File: config.mk
export PLATFORM = sky130hd
export DESIGN_NAME = sa_drain_requant
export DESIGN_NICKNAME = d
export VERILOG_FILES = /design/src/rtl/sa_drain_requant.sv
export SDC_FILE = /design/constraint.sdc
export NUM_CORES = 2
export LEC_CHECK = 0
export BUFFER_PORTS_ARGS = -buffer_cell sky130_fd_sc_hd__buf_4
export CORE_AREA = 8 8 506 508
export DETAILED_ROUTE_END_ITERATION = 8
export DIE_AREA = 0 0 514 516
export MAX_ROUTING_LAYER = met4
export PLACE_DENSITY = 0.56
export SYNTH_ARGS = -nofsm -noshare
export SYNTH_HDL_FRONTEND = slang
export SYNTH_SLANG_ARGS = --single-unit
File: constraint.sdc
create_clock -name CLK -period 46 [get_ports CLK]
set_input_delay 4.6 -clock CLK [delete_from_list [all_inputs] [get_ports CLK]]
set_output_delay 4.6 -clock CLK [all_outputs]
set_load 0.05 [all_outputs]
File: src/rtl/sa_drain_requant.sv
// Drain stage for the 8x8 systolic array: captures a tile of accumulators, requantizes
// each to OW bits (shift, round half up, saturate) and streams it out one row per beat.
// Build option: define SA_DRAIN_RELU_EN to clamp negative results to 0 before saturation.
`timescale 1ns/1ps

module sa_rq_lane #(
  parameter int YW = 19,
  parameter int OW = 8
) (
  input  logic [YW-1:0] i_y,
  input  logic [4:0]    i_sh,
  output logic [OW-1:0] o_q
);
  localparam logic signed [YW:0] QMAX = (YW+1)'((1 << (OW-1)) - 1);
  localparam logic signed [YW:0] QMIN = ~QMAX;

  // One guard bit keeps the rounding add from overflowing at the positive extreme.
  logic signed [YW:0] w_ext, w_rnd, w_sum, w_shf, w_clp;

  assign w_ext = {i_y[YW-1], i_y};
  assign w_rnd = (i_sh == 5'd0) ? '0 : ((YW+1)'(1) << (i_sh - 5'd1));
  assign w_sum = w_ext + w_rnd;
  assign w_shf = w_sum >>> i_sh;

`ifdef SA_DRAIN_RELU_EN
  assign w_clp = w_shf[YW] ? '0 : w_shf;
`else
  assign w_clp = w_shf;
`endif

  assign o_q = (w_clp > QMAX) ? QMAX[OW-1:0] :
               (w_clp < QMIN) ? QMIN[OW-1:0] : w_clp[OW-1:0];
endmodule

module sa_drain_requant #(
  parameter int ROWS = 8,
  parameter int COLS = 8,
  parameter int YW   = 19,
  parameter int OW   = 8
) (
  input  logic                      CLK,
  input  logic                      RST,
  input  logic [ROWS*COLS*YW-1:0]   Y_IN,
  input  logic                      Y_VALID,
  input  logic [4:0]                SHIFT,
  output logic                      OUT_VALID,
  input  logic                      OUT_READY,
  output logic [COLS*OW-1:0]        OUT_DATA,
  output logic [$clog2(ROWS)-1:0]   OUT_ROW,
  output logic                      OUT_LAST,
  output logic                      BUSY,
  output logic                      OVERRUN,
  input  logic                      OVR_CLR
);
  localparam int         RW     = $clog2(ROWS);
  localparam logic [4:0] SH_MAX = 5'(YW-1);

  typedef enum logic {S_IDLE, S_DRAIN} state_t;

  state_t                           r_state, w_state_nxt;
  logic [ROWS-1:0][COLS-1:0][YW-1:0] r_buf, w_tile_in;
  logic [4:0]                       r_shift, w_shift_in, w_src_sh;
  logic [RW-1:0]                    r_out_row, w_row_nxt;
  logic [COLS*OW-1:0]               r_out_data;
  logic                             r_out_last, r_ovr;
  logic                             w_valid, w_hs, w_last_hs, w_cap, w_drop, w_adv;
  logic [COLS-1:0][YW-1:0]          w_src;
  logic [COLS-1:0][OW-1:0]          w_q;

  assign w_tile_in  = Y_IN;
  assign w_shift_in = (SHIFT > SH_MAX) ? SH_MAX : SHIFT;

  always_ff @(posedge CLK) begin
    if (RST) r_state <= S_IDLE;
    else     r_state <= w_state_nxt;
  end

  always_comb begin
    w_state_nxt = r_state;
    case (r_state)
      S_IDLE:  if (Y_VALID) w_state_nxt = S_DRAIN;
      S_DRAIN: if (w_last_hs && !Y_VALID) w_state_nxt = S_IDLE;
      default: w_state_nxt = S_IDLE;
    endcase
  end

  // A capture is legal when idle or when the last row leaves this very cycle.
  always_comb begin
    w_valid   = (r_state == S_DRAIN);
    w_hs      = w_valid && OUT_READY;
    w_last_hs = w_hs && r_out_last;
    w_adv     = w_hs && !r_out_last;
    w_cap     = Y_VALID && (!w_valid || w_last_hs);
    w_drop    = Y_VALID && w_valid && !w_last_hs;
  end

  // Row 0 is requantized straight from Y_IN on capture to meet the one-cycle latency.
  assign w_row_nxt = (r_out_row == RW'(ROWS-1)) ? '0 : r_out_row + 1'b1;
  assign w_src     = w_cap ? w_tile_in[0] : r_buf[w_row_nxt];
  assign w_src_sh  = w_cap ? w_shift_in : r_shift;

  for (genvar c = 0; c < COLS; c++) begin : g_lane
    sa_rq_lane #(.YW(YW), .OW(OW)) u_lane (
      .i_y  (w_src[c]),
      .i_sh (w_src_sh),
      .o_q  (w_q[c])
    );
  end

  always_ff @(posedge CLK) begin
    if (w_cap) begin
      r_buf   <= w_tile_in;
      r_shift <= w_shift_in;
    end
  end

  always_ff @(posedge CLK) begin
    if (RST) begin
      r_out_data <= '0;
      r_out_row  <= '0;
      r_out_last <= 1'b0;
      r_ovr      <= 1'b0;
    end else begin
      if (w_cap || w_adv) begin
        r_out_data <= w_q;
        r_out_row  <= w_cap ? '0 : w_row_nxt;
        r_out_last <= w_cap ? 1'b0 : (w_row_nxt == RW'(ROWS-1));
      end else if (w_last_hs) begin
        r_out_last <= 1'b0;
      end
      if (w_drop)       r_ovr <= 1'b1;
      else if (OVR_CLR) r_ovr <= 1'b0;
    end
  end

  assign OUT_VALID = w_valid;
  assign BUSY      = w_valid;
  assign OUT_DATA  = r_out_data;
  assign OUT_ROW   = r_out_row;
  assign OUT_LAST  = r_out_last;
  assign OVERRUN   = r_ovr;
endmodule
Word level (Yosys, flattened, before mapping)
Cells that the tools add are included.
{"block": "totals", "reg_bits": 1291, "word_cells": 158, "out_inout_bits": 71}
{"block": "classes", "n_shift": 9, "n_mux": 32, "bitwise": 1, "n_addsub": 10, "eq_ne": 2, "n_lt_le_gt_ge": 18, "reduce_logical": 16}
{"cell": "$bmux W152 S3", "n": 1}
{"cell": "$mux W152", "n": 2}
{"cell": "$add A19 B20 Y20", "n": 8}
{"cell": "$gt A20 B8 Y1 const B", "n": 8}
{"cell": "$lt A20 B8 Y1 const B", "n": 8}
{"cell": "$sshr A20 B5 Y20", "n": 8}
{"cell": "$mux W8", "n": 16}
{"cell": "$mux W20", "n": 1}
{"cell": "$shl A1 B5 Y20 const A", "n": 1}
{"cell": "$mux W5", "n": 2}
{"cell": "$logic_and A1 B1 Y1", "n": 7}
{"cell": "$mux W1", "n": 7}
{"cell": "$eq A3 B3 Y1 const B", "n": 2}
{"cell": "$mux W3", "n": 2}
{"cell": "$gt A5 B5 Y1 const B", "n": 1}
{"cell": "$logic_not A5 Y1", "n": 1}
{"cell": "$sub A5 B1 Y5 const B", "n": 1}
{"cell": "$logic_not A1 Y1", "n": 4}
{"cell": "$lt A3 B4 Y1 const B", "n": 1}
{"cell": "$reduce_bool A2 Y1", "n": 2}
{"cell": "$add A3 B1 Y3 const B", "n": 1}
{"cell": "$logic_or A1 B1 Y1", "n": 2}
{"cell": "$pmux W1 S2", "n": 1}
{"cell": "$not A1 Y1", "n": 1}

Depth between registers and ports, before layout
{"block": "depth", "word_depth": 13, "depth_mapped": 35, "ltp_nobuf": 25}

By module
A second synthesis with hierarchy kept.
{"block": "unflattened", "cells_unflattened": 6592, "area_unflattened_um2": 72545.8}
{"mod": "sa_drain_requant", "n_inst": 1, "seq_area_each_um2": 38016.5, "cells_per_inst": 3278, "area_per_inst_um2": 50284.5}
{"mod": "sa_rq_lane (g_lane[1].u_lane ...)", "n_inst": 6, "seq_area_each_um2": 0.0, "cells_per_inst": 416, "area_per_inst_um2": 2782.7}
{"mod": "sa_rq_lane (g_lane[0].u_lane)", "n_inst": 1, "seq_area_each_um2": 0.0, "cells_per_inst": 399, "area_per_inst_um2": 2825.2}
{"mod": "sa_rq_lane (g_lane[6].u_lane)", "n_inst": 1, "seq_area_each_um2": 0.0, "cells_per_inst": 419, "area_per_inst_um2": 2740.1}

Worst setup path after synthesis
Ideal clock, no wire load.
{"block": "synth_path", "kind": "input port to flip-flop", "startpoint": "input port OUT_READY", "endpoint": "register r_out_data[49] (netlist: OUT_DATA[49])", "cell_stages": 19, "path_buffers": 3, "setup_ns": 0.117, "slack_ns": 1.357, "arrival_ns": 44.526, "required_time_ns": 45.883, "cell_sequence": "a21bo_1 > buf_6 > nand2_2 > inv_2 > buf_2 > buf_1 > o31ai_1 > a221o_1 > or2_4 > a21oi_4 > o211ai_2 > mux2i_1 > a221oi_2 > nor2_1 > nor3_2 > nor2_2 > o41ai_4 > o2111ai_1 > a22o_1"}
{"block": "synth_via", "elab_chain_cells": 13, "word_cells_on_any_way": 18, "classes_between": "add/sub: 2; order compare: 2; shift: 2; mux: 5; reduce/logical: 7"}
{"item": "from (decl)", "line_no": "47", "source": "input logic OUT_READY,"}
{"item": "$logic_and A1 B1 Y1 (*)", "line_no": "90", "source": "w_hs = w_valid && OUT_READY;"}
{"item": "$logic_and A1 B1 Y1 (*)", "line_no": "91", "source": "w_last_hs = w_hs && r_out_last;"}
{"item": "$logic_or A1 B1 Y1 (*)", "line_no": "93", "source": "w_cap = Y_VALID && (!w_valid || w_last_hs);"}
{"item": "$logic_and A1 B1 Y1 (*)", "line_no": "93"}
{"item": "net w_cap", "line_no": "66", "source": "logic w_valid, w_hs, w_last_hs, w_cap, w_drop, w_adv;"}
{"item": "$mux W5"}
{"item": "$sub A5 B1 Y5", "line_no": "21", "source": "assign w_rnd = (i_sh == 5'd0) ? '0 : ((YW+1)'(1) << (i_sh - 5'd1));"}
{"item": "$shl A1 B5 Y20", "line_no": "21"}
{"item": "$mux W20", "line_no": "21"}
{"item": "$add A19 B20 Y20", "line_no": "22", "source": "assign w_sum = w_ext + w_rnd;"}
{"item": "$sshr A20 B5 Y20", "line_no": "23", "source": "assign w_shf = w_sum >>> i_sh;"}
{"item": "$lt A20 B8 Y1", "line_no": "32", "source": "(w_clp < QMIN) ? QMIN[OW-1:0] : w_clp[OW-1:0];"}
{"item": "$mux W8", "line_no": "32"}
{"item": "$mux W8", "line_no": "31", "source": "assign o_q = (w_clp > QMAX) ? QMAX[OW-1:0] :"}
{"item": "to (signal assigned)", "line_no": "125", "source": "r_out_data <= w_q;"}
{"item": "to (decl)", "line_no": "64", "source": "logic [COLS*OW-1:0] r_out_data;"}
Mark *: on every way through the listed nets, which the timed path passes. The rest lies on a longest branch.
A chain may end at the register's enable or synchronous reset.

Worst setup path in the final report
{"block": "layout_path", "startpoint": "input port OUT_READY", "endpoint": "register r_out_data[18] (netlist: OUT_DATA[18])"}
{"block": "layout_via", "elab_chain_cells": 13, "word_cells_on_any_way": 18, "classes_between": "add/sub: 2; order compare: 2; shift: 2; mux: 5; reduce/logical: 7"}
{"item": "$logic_and A1 B1 Y1 (*)", "line_no": "90"}
{"item": "$logic_and A1 B1 Y1", "line_no": "91"}
{"item": "$logic_or A1 B1 Y1", "line_no": "93"}
{"item": "$logic_and A1 B1 Y1", "line_no": "93"}
{"item": "$mux W5"}
{"item": "$sub A5 B1 Y5", "line_no": "21"}
{"item": "$shl A1 B5 Y20", "line_no": "21"}
{"item": "$mux W20", "line_no": "21"}
{"item": "$add A19 B20 Y20", "line_no": "22"}
{"item": "$sshr A20 B5 Y20", "line_no": "23"}
{"item": "$lt A20 B8 Y1", "line_no": "32"}
{"item": "$mux W8", "line_no": "32"}
{"item": "$mux W8", "line_no": "31"}
Every way passes the cells marked *; elsewhere a longest branch is shown, timed or not.

==> flow_summary_export.csv <==
group,metric,value,unit
status,failed_checks,"capacitance limit",
timing,rsz0062_at_grt,"no",
min_path,hold_start,"OUT_DATA[39]$_SDFFE_PP0P_",
setup_path,timing.critical_path.fanout_max,51,
timing,final_number_of_max_transition_violations,0,
global_route,grtUsageTotal,0.269,
timing,final_period_minus_worst_setup_slack,12.85,ns
route,detailroute.via_count,57900,
setup_path,startpoint_type,"input port",
placed_design,dpl_cell_area,83100,µm²
timing,finalWorstSetupSlack,33.15,ns
clocking,source_to_sink_clock_delay_at_the_later_pin_of_the_worst_skew_pair,0.81,ns
timing,final-hold-violation-count,0,
clocking,post_cts_hold_buffer_count,0,
timing,timing.setup.tns,0,ns
route,drtAntennaViolNets,0,
synthesis,synth.ff_latch_count,1291,
global_route,met1_usage,0.339,
floorplan,boundaryPins,1297,
global_route,globalRouteMet2Util,0.407,
setup_path,cp.required,46.73,ns
route,routed_wl,364000,µm
min_path,min_delay_worst_endpoint,"OUT_DATA[39]$_SDFFE_PP0P_",
route,remaining_drc_errors,0,
floorplan,die_outline_area,265000,µm²
route,avgRoutedWirePerCell,35.0,µm
power_and_ir_drop,vdd.ir_drop.worst,33.5,µV
flow_run,cap_viol_max_count,1,
synthesis,most_used_dff_post_synth,"sky130_fd_sc_hd__edfxtp_1",
clocking,cts_root_buffer,"sky130_fd_sc_hd__clkbuf_16",
setup_path,timing.critical_path.to_type,"flip-flop",
setup_path,critPathMaxStageDelay,0.80,ns
placed_design,final_replace_weighted_congestion,1.05,
timing,max_freq,77.8,MHz
clocking,post_cts_buffers,0,
global_route,antenna_found_initial,98,
power_and_ir_drop,leakagePower,32.8,nW
synthesis,synthesized_cell_area,69500,µm²
route,detailedRoute.firstIterationViolations,7357,
layout,area_delta_synth_final,27.0,%
min_path,min_delay_path_class,"reg2reg",
timing,fin_crit_sh,0.279,
synthesis,synth_largest_area_cell,"sky130_fd_sc_hd__edfxtp_1",
floorplan,die_width,514,µm
synthesis,synthArstFlopShare,0,
setup_path,slowest_cell_on_crit_path,"sky130_fd_sc_hd__nor2_1",
floorplan,die_height,516,µm
synthesis,synth.most_common_cell,"sky130_fd_sc_hd__edfxtp_1",
clocking,number_of_clock_sinks,1291,
synthesis,synth_top_cells_by_area,"sky130_fd_sc_hd__edfxtp_1 (53%), sky130_fd_sc_hd__mux4_2 (9.4%), sky130_fd_sc_hd__nand2_1 (3.2%), sky130_fd_sc_hd__nor2_1 (2.8%), sky130_fd_sc_hd__dfxtp_1 (2.2%)",
clocking,cts_buffer_count,148,
floorplan,core,248000,µm²
setup_path,crit-reg2reg-capture,"OUT_DATA[46]$_SDFFE_PP0P_",
global_route,grt.overflow.total,0,
placed_design,place_ws,32.59,ns
layout,final_nets,8218,
setup_path,setup_slack_of_the_most_critical_reg_to_reg_path,35.97,ns
min_path,hold_depth,2,
clocking,clock_tree_from_tritoncts,"yes",
timing,final-setup-viol-count,0,
setup_path,worst_r2r_path_depth,26,
layout,drive_gt1_frac,0.315,
synthesis,post_synth_most_frequent_cells,"sky130_fd_sc_hd__edfxtp_1 (1216), sky130_fd_sc_hd__nand2_1 (601), sky130_fd_sc_hd__nor2_1 (517)",
global_route,wire_length_of_the_first_global_routing_pass,486000,µm
synthesis,synth.top_cell.area_share,0.526,
synthesis,synth_sequential_area_ratio,0.547,
setup_path,crit_path_frequent_cell,"sky130_fd_sc_hd__buf_4",
layout,post-route-cell-area,88300,µm²
clocking,post_cts_resized,0,
timing,timing_worst_slew_pin_value,1.48,ns
synthesis,edff_count_synth,1216,
layout,final.fill_count,24600,
route,post_drt_via_cell_ratio,5.57,
floorplan,placement_rows,183,
status,outcome,"finished with violations",
synthesis,synth.distinct_cells,150,
synthesis,syn-num-nets,6995,
placed_design,dp.final_hpwl,288000,µm
synthesis,yosys_warnings,0,
clocking,ctsLongestPathBuffers,3,
floorplan,initial_utilization,0.280,
placed_design,io_buf_count,1296,
clocking,clk_pin_slew_worst_paths,0.06,ns
global_route,grt_pass1_vias,56800,
synthesis,avgSynthCellArea,12.3,µm²
global_route,globalRoute.busiestLayer,"met2",
setup_path,crit-reg2reg-launch,"OUT_ROW[0]$_SDFFE_PP0P_",
synthesis,netlist_instances,5646,
clocking,cts.htree.levels,4,
setup_path,critical_path_class,"in2reg",
global_route,met3_usage,0.0714,
timing,timing.slew.headroom,0.00166,
setup_path,arrival,13.57,ns
route,detail_route.first_pass.iterations,6,
power_and_ir_drop,power_per_cell_area,40.7,nW/µm²
timing,clock_skew,0.0343,ns
global_route,grt_start_max_net_pins,161,
## stage by stage
step | cells | util | total power [mW] | hold WS (ns)
after detailed placement | 10000 | 0.336 | 2.38 | 0.458
after global placement | 10000 | 0.336 | 2.38 | 0.447
after CTS | 10300 | 0.356 | 3.60 | 0.466
after floorplan | 5646 | - | 2.06 | 0.672
final | 10400 | 0.356 | 3.60 | 0.459
after global routing | 10400 | 0.356 | 3.72 | 0.501
## cell type report
type,instances,area [µm²],area share
Tap cell,3330,4170,0.0472
Antenna cell,67,168,0.00190
Multi-Input combinational cell,3922,29700,0.337
Sequential cell,1291,38000,0.431
Inverter,52,220,0.00249
Clock buffer,175,3870,0.0438
Timing Repair Buffer,1454,11000,0.125
Clock inverter,98,1110,0.0125
## kinds of logic after synthesis
kind of cell / synth area share
flops: 0.547
simple gates: 0.112
buf+inv: 0.0301
compound gates: 0.159
xor+xnor: 0.0189
mux: 0.108
fa+ha+maj: 0.0254
## cells in the final DEF, fill, tap and decap left out, types with 93 or more instances in the layout
| cell type | netlist | final |
|---|---|---|
| sky130_fd_sc_hd__nor2_1 | 517 | 509 |
| sky130_fd_sc_hd__a21oi_1 | 288 | 284 |
| sky130_fd_sc_hd__mux4_2 | 289 | 289 |
| sky130_fd_sc_hd__xnor2_1 | 94 | 93 |
| sky130_fd_sc_hd__o21ai_0 | 236 | 235 |
| sky130_fd_sc_hd__o211ai_1 | 123 | 123 |
| sky130_fd_sc_hd__a31oi_1 | 173 | 156 |
| sky130_fd_sc_hd__clkbuf_16 | 0 | 150 |
| sky130_fd_sc_hd__edfxtp_1 | 1216 | 1216 |
| sky130_fd_sc_hd__nand2_1 | 601 | 596 |
| sky130_fd_sc_hd__a211oi_1 | 98 | 98 |
| sky130_fd_sc_hd__ha_1 | 115 | 113 |
| sky130_fd_sc_hd__nor3_1 | 117 | 114 |
| sky130_fd_sc_hd__buf_4 | 7 | 1448 |
| sky130_fd_sc_hd__nand3_1 | 111 | 110 |
## report_power, final
part	total [mW]	internal (mW)	switching [mW]
clock	1.22	0.690	0.527
sequential	1.41	1.37	0.0383
combinational	0.970	0.333	0.637
## metal layers
layer | vias to the layer above | wire length, µm | part of all wire
met5 | - | 0 | 0
met4 | 0 | 19900 | 0.055
met3 | 618 | 32700 | 0.090
met2 | 3337 | 164000 | 0.45
met1 | 29000 | 148000 | 0.41
li1 | 24900 | - | -
## state kept, by name, indices dropped and copies added, names as in the netlist
register	cells
r_shift	5
OUT_LAST	1
OVERRUN	1
BUSY	1
OUT_ROW	3
OUT_DATA	64
r_buf	1216
## worst max-delay path by stage
stage	from	to	slack [ns]	depth (start not counted)
after detailed placement	OUT_READY	OUT_DATA[27]$_SDFFE_PP0P_	32.59	28
final	OUT_READY	OUT_DATA[18]$_SDFFE_PP0P_	33.15	27
after CTS	OUT_READY	OUT_DATA[18]$_SDFFE_PP0P_	33.43	27
after floorplan	OUT_READY	OUT_DATA[49]$_SDFFE_PP0P_	1.36	19
after global routing	OUT_READY	OUT_DATA[5]$_SDFFE_PP0P_	32.91	29
after global placement	OUT_READY	OUT_DATA[18]$_SDFFE_PP0P_	32.60	27
## critical path: cells and delay by family
kind	cells	cell delay, ns
buf+inv	6	2.20
xor+xnor	1	0.35
fa+ha+maj	1	0.28
simple gates	7	1.81
compound gates	12	4.25
(Power assumes the default switching activity.)
